===== config.mk =====
export PLATFORM = sky130hd
export DESIGN_NAME = n_stages_axis_frame_source
export DESIGN_NICKNAME = d
export VERILOG_FILES = /design/src/rtl/n_stages_axis_frame_source.sv
export SDC_FILE = /design/constraint.sdc
export NUM_CORES = 1
export LEC_CHECK = 0
export CORE_MARGIN = 3
export CORE_UTILIZATION = 55
export CTS_CLUSTER_SIZE = 20
export DETAILED_ROUTE_END_ITERATION = 12
export PLACE_DENSITY = 0.71
export RECOVER_POWER = 50
export SYNTH_ARGS = -nofsm -noshare
export SYNTH_HDL_FRONTEND = slang
export SYNTH_SLANG_ARGS = --single-unit
export TNS_END_PERCENT = 1

===== constraint.sdc =====
create_clock -name clk -period 3.2 [get_ports clk]
set_input_delay 0.96 -clock clk [delete_from_list [all_inputs] [get_ports clk]]
set_output_delay 0.96 -clock clk [all_outputs]
set_load 0.02 [all_outputs]

===== src/rtl/n_stages_axis_frame_source.sv =====
// Buffered frame source: samples are loaded into a local RAM while idle, then
// replayed as one AXI-Stream frame toward the FIR input on each start request.
module n_stages_axis_frame_source #(
  parameter int DATA_WIDTH = 16,
  parameter int DEPTH      = 64,
  parameter int ADDR_W     = 6
) (
  input  logic                         clk,
  input  logic                         reset,
  input  logic                         wr_en,
  input  logic [ADDR_W-1:0]            wr_addr,
  input  logic signed [DATA_WIDTH-1:0] wr_data,
  input  logic                         start,
  input  logic [ADDR_W:0]              frame_len,
  output logic                         busy,
  output logic                         done,
  output logic signed [DATA_WIDTH-1:0] m_axis_fir_tdata,
  output logic                         m_axis_fir_tvalid,
  input  logic                         m_axis_fir_tready,
  output logic                         m_axis_fir_tlast
);

  typedef enum logic [1:0] {IDLE, PREFETCH, STREAM, DONE} state_t;

  localparam logic [ADDR_W:0] LEN_MAX = (ADDR_W+1)'(DEPTH);
  localparam logic [ADDR_W:0] LEN_ONE = (ADDR_W+1)'(1);

  state_t state, state_nxt;

  logic signed [DATA_WIDTH-1:0] mem [DEPTH];
  logic signed [DATA_WIDTH-1:0] rd_data;
  logic [ADDR_W-1:0]            rd_idx;
  logic [ADDR_W:0]              len_q;
  logic [ADDR_W:0]              beat_cnt;
  logic                         launch;
  logic                         accept;
  logic                         load;
  logic                         rd_en;

  assign launch = (state == IDLE) && start && (frame_len != '0);
  assign accept = m_axis_fir_tvalid && m_axis_fir_tready;
  // The output register refills whenever it is empty or being drained, so the
  // read-ahead word in rd_data keeps the stream bubble-free at full rate.
  assign load   = (state == STREAM) && (!m_axis_fir_tvalid || m_axis_fir_tready)
                  && (beat_cnt < len_q);
  assign rd_en  = (state == PREFETCH) || load;

  // NOTE: sequential state uses non-blocking assignments so every flop samples
  // pre-edge values regardless of block ordering.
  always_ff @(posedge clk or negedge reset) begin
    if (!reset) state <= IDLE;
    else        state <= state_nxt;
  end

  // NOTE: default assignment first so no path leaves state_nxt unassigned,
  // which would infer a latch.
  always_comb begin
    state_nxt = state;
    unique case (state)
      IDLE:     if (launch) state_nxt = PREFETCH;
      PREFETCH: state_nxt = STREAM;
      STREAM:   if (accept && m_axis_fir_tlast) state_nxt = DONE;
      DONE:     state_nxt = IDLE;
      default:  state_nxt = IDLE;
    endcase
  end

  always_comb begin
    busy = (state != IDLE);
    done = (state == DONE);
  end

  always_ff @(posedge clk or negedge reset) begin
    if (!reset) begin
      len_q             <= '0;
      beat_cnt          <= '0;
      rd_idx            <= '0;
      m_axis_fir_tdata  <= '0;
      m_axis_fir_tvalid <= 1'b0;
      m_axis_fir_tlast  <= 1'b0;
    end else begin
      if (launch) begin
        len_q    <= (frame_len > LEN_MAX) ? LEN_MAX : frame_len;
        beat_cnt <= '0;
        rd_idx   <= '0;
      end
      if (rd_en) rd_idx <= rd_idx + ADDR_W'(1);
      if (load) begin
        m_axis_fir_tdata  <= rd_data;
        m_axis_fir_tvalid <= 1'b1;
        m_axis_fir_tlast  <= (beat_cnt + LEN_ONE == len_q);
        beat_cnt          <= beat_cnt + LEN_ONE;
      end else if (accept) begin
        m_axis_fir_tvalid <= 1'b0;
        m_axis_fir_tlast  <= 1'b0;
      end
    end
  end

  // NOTE: the sample RAM and its read register carry no reset so the buffer
  // survives reset and maps onto plain block RAM.
  always_ff @(posedge clk) begin
    if (wr_en && state == IDLE) mem[wr_addr] <= wr_data;
  end

  always_ff @(posedge clk) begin
    if (rd_en) rd_data <= mem[rd_idx];
  end

endmodule


==> qor.txt <==
Final core area utilization: 0.6358
Global-route wire length before repair: 150500 um
Leak: 15.69 nW
Initial DRC Count: 2477
Crit path buf inv count: 0
Core ar.: 0.07608 sq mm
Top Ports: 54
Worst-margin pin slew: 2.226 ns
Area of the multi-input gates: 0.009323 sq mm
Fill count: 5107
Post-layout net count: 2363
Critical path fanouts, max: 16
Setup Buffers After CTS: 0
Syn_area_per_cell: 20.10 sq um
Initial Util: 0.5561
CTS tree: done
Post-synth cell types: 53
Ant diodes: 0
Worst setup EP type: register
Die area: 0.08028 sq mm
Register area share after synthesis: 0.7619
Clock Path Buffers: 3
Post-synth EDFFs: 1040
Pre-Repair DR Iteration Count: 5
RSZ-0062 raised after global routing: no
Post-synthesis register bit count: 1080
CTS Sinks: 1080
Post-route setup TNS: 0 ns
CP max stage delay: 1.07 ns
Area of the mapped netlist: 0.04230 sq mm
Setup CP Type: reg -> reg
Hold Crit Class: reg -> reg
Final Hold Fails: 0
Total track usage: 0.2576
Register Area: 0.03224 sq mm
CTS buffer count: 104
Pins over their slew limit: 652
Largest net degree at the start of global routing: 65
Reg clk slew, reported paths: 0.06 ns
Worst EP arrival: 3.46 ns
Failing checks: max-capacitance violations, max-slew violations
Async set-reset flop share out of synthesis: 0.03704
Share of layout cells above drive strength 1: 0.2201
Period minus WS final: 3.033 ns
P&R area growth vs syn: 14.34%
# port buffers: 53
Max-Cap Viols: 11
Max Clock Freq: 0.3297 GHz
Peak VDD IR: 0.0005763 V
Max_slew headroom: -0.4840
CTS H-tree depth: 3
Worst Skew: 0.02026 ns
DP HPWL: 62480 um
Final ANT Viol Nets: 0
Root Buffer: clkbuf_16
FP Rows: 101
Setup violators final: 0
DIE WIDTH: 283.3 um
Vias per cell: 6.312
Data required, critical path: 3.62 ns
Status: complete, but fails checks
Initial antenna violation count: 2
Type of origin of the critical path: register
Final WL: 102400 um
Gr ovfl total: 0
CP delay by family, top: simple AND/OR/NAND/NOR gates
Synth Net Count: 2153
Slowest-stage cell, CP: nor2_1
Placer Congestion: 0.9401
Vias: 21670
Wire per inst: 29.83 um
Power Density: 811.6 mW/mm^2
Syn. warnings: 0
Height of the chip: 283.3 um
Mapped Cells: 2105
Crit path cell chain: nor2_1, a22oi_1, nand2_1, a21oi_1, o22ai_1
Top_reg_cell synth: edfxtp_1
Number of remaining DRC errors: 0
Fin crit share: 0.9479
Number of global-route vias before repair: 21870
Worst-Skew Late Latency: 0.66 ns
cell usage after synthesis (18+ instances only):
library cell,count,area [sq um]
nor2_1,92,345.3
nand3_1,48,240.2
a22oi_1,66,495.5
dfrtp_1,40,1001
o22ai_1,21,131.4
mux4_1,21,551.8
a21oi_1,20,100.1
mux2i_1,133,1331
buf_2,43,215.2
mux2_2,18,202.7
clkbuf_1,39,146.4
nand2_1,91,341.6
nor2b_1,34,212.7
a211oi_1,42,315.3
mux4_2,180,4054
edfxtp_1,1040,31230
what timing repair did:
action,4_1_cts,5_1_grt
hold buffers,0,0
setup endpoints to repair,1,0
resized for setup,1,0
hold endpoints to repair,0,0
registers in the layout, summed over array words and instances (netlist names):
signal	flops
mem	1024
len_q	7
m_axis_fir_tdata	16
beat_cnt	7
state	2
m_axis_fir_tvalid	1
rd_idx	6
rd_data	16
m_axis_fir_tlast	1
routing by layer:
metal / vias up / share of wire / track usage
met5: - / 0 / 0
met4: 0 / 0.035 / 0.07872
met3: 186 / 0.10 / 0.06018
met2: 1187 / 0.47 / 0.4057
met1: 11210 / 0.39 / 0.3646
li1: 9089 / - / -
per-stage QoR:
step           cells  hold slack (ns)  instance area [sq um]  power, W  setup slack (ns)
2_1_floorplan   2105           0.4539                  42300   0.02314            0.3318
3_3_place_gp    3239           0.4561                  45130   0.02686            0.1056
3_5_place_dp    3239           0.4620                  45130   0.02704            0.1101
4_1_cts         3433           0.4431                  48620   0.03939            0.2518
5_1_grt         3433           0.4964                  48370   0.04053            0.1179
6_report        3433           0.4787                  48370   0.03926            0.1667
layout by cell type, fill, tap and decap left out, types with 11 or more instances in the layout:
| cell type | netlist | layout |
|---|---|---|
| o21ai_0 | 14 | 15 |
| clkbuf_1 | 39 | 35 |
| nor2b_1 | 34 | 33 |
| mux2i_1 | 133 | 133 |
| a22oi_1 | 66 | 66 |
| clkdlybuf4s50_1 | 0 | 33 |
| bufinv_16 | 0 | 12 |
| a211oi_1 | 42 | 42 |
| inv_1 | 14 | 14 |
| mux4_2 | 180 | 180 |
| o22ai_1 | 21 | 21 |
| clkinv_1 | 0 | 22 |
| clkbuf_2 | 0 | 15 |
| mux2_2 | 18 | 18 |
| ha_1 | 14 | 14 |
| mux4_1 | 21 | 21 |
| nand3_1 | 48 | 48 |
| buf_4 | 11 | 116 |
| buf_12 | 3 | 28 |
| edfxtp_1 | 1040 | 1040 |
| nand2_1 | 91 | 91 |
| o2111ai_1 | 15 | 15 |
| clkbuf_16 | 0 | 111 |
| a21oi_1 | 20 | 20 |
| a31oi_1 | 11 | 11 |
| clkinv_2 | 0 | 20 |
| nor2_1 | 92 | 92 |
| dfrtp_1 | 40 | 37 |
kinds of logic after synthesis:
family,count (synthesis),share of synthesized area
buffers and inverters,130,0.01778
flip-flops,1080,0.7619
multiplexers,352,0.1451
AO/OA/AOI/OAI,212,0.03552
adder cells (fa/ha/maj),14,0.004141
AND/OR/NAND/NOR,309,0.03387
XOR/XNOR,8,0.001656
area by class of cell:
type                    count  area share
well taps                1030     0.02664
flip-flops and latches   1080      0.6666
clock buffers             131     0.05919
multi-input cells         895      0.1927
clock inverters            63     0.01299
inverters                  14    0.001086
repair buffers            220     0.04074
report_power, final:
group          internal, W  total, W  switching [W]
combinational      0.00436    0.0104        0.00602
clock              0.00730    0.0124        0.00513
sequential          0.0160    0.0164       0.000445
path summary, 6_finish.rpt:
kind,start,end,slack (ns),cells past startpoint
worst max-delay path,rd_idx[3]$_DFFE_PN0P_,rd_data[7]$_DFFE_PP_,0.17,5
worst min-delay path,rd_data[12]$_DFFE_PP_,m_axis_fir_tdata[12]$_DFFE_PN0P_,0.48,1
worst max register to register,rd_idx[3]$_DFFE_PN0P_,rd_data[7]$_DFFE_PP_,0.17,5
worst min register to register,rd_data[12]$_DFFE_PP_,m_axis_fir_tdata[12]$_DFFE_PN0P_,0.48,1
max in group asynchronous,reset,rd_idx[0]$_DFFE_PN0P_,0.67,1
min in group asynchronous,reset,m_axis_fir_tdata[8]$_DFFE_PN0P_,0.95,1
(Power assumes the default switching activity.)
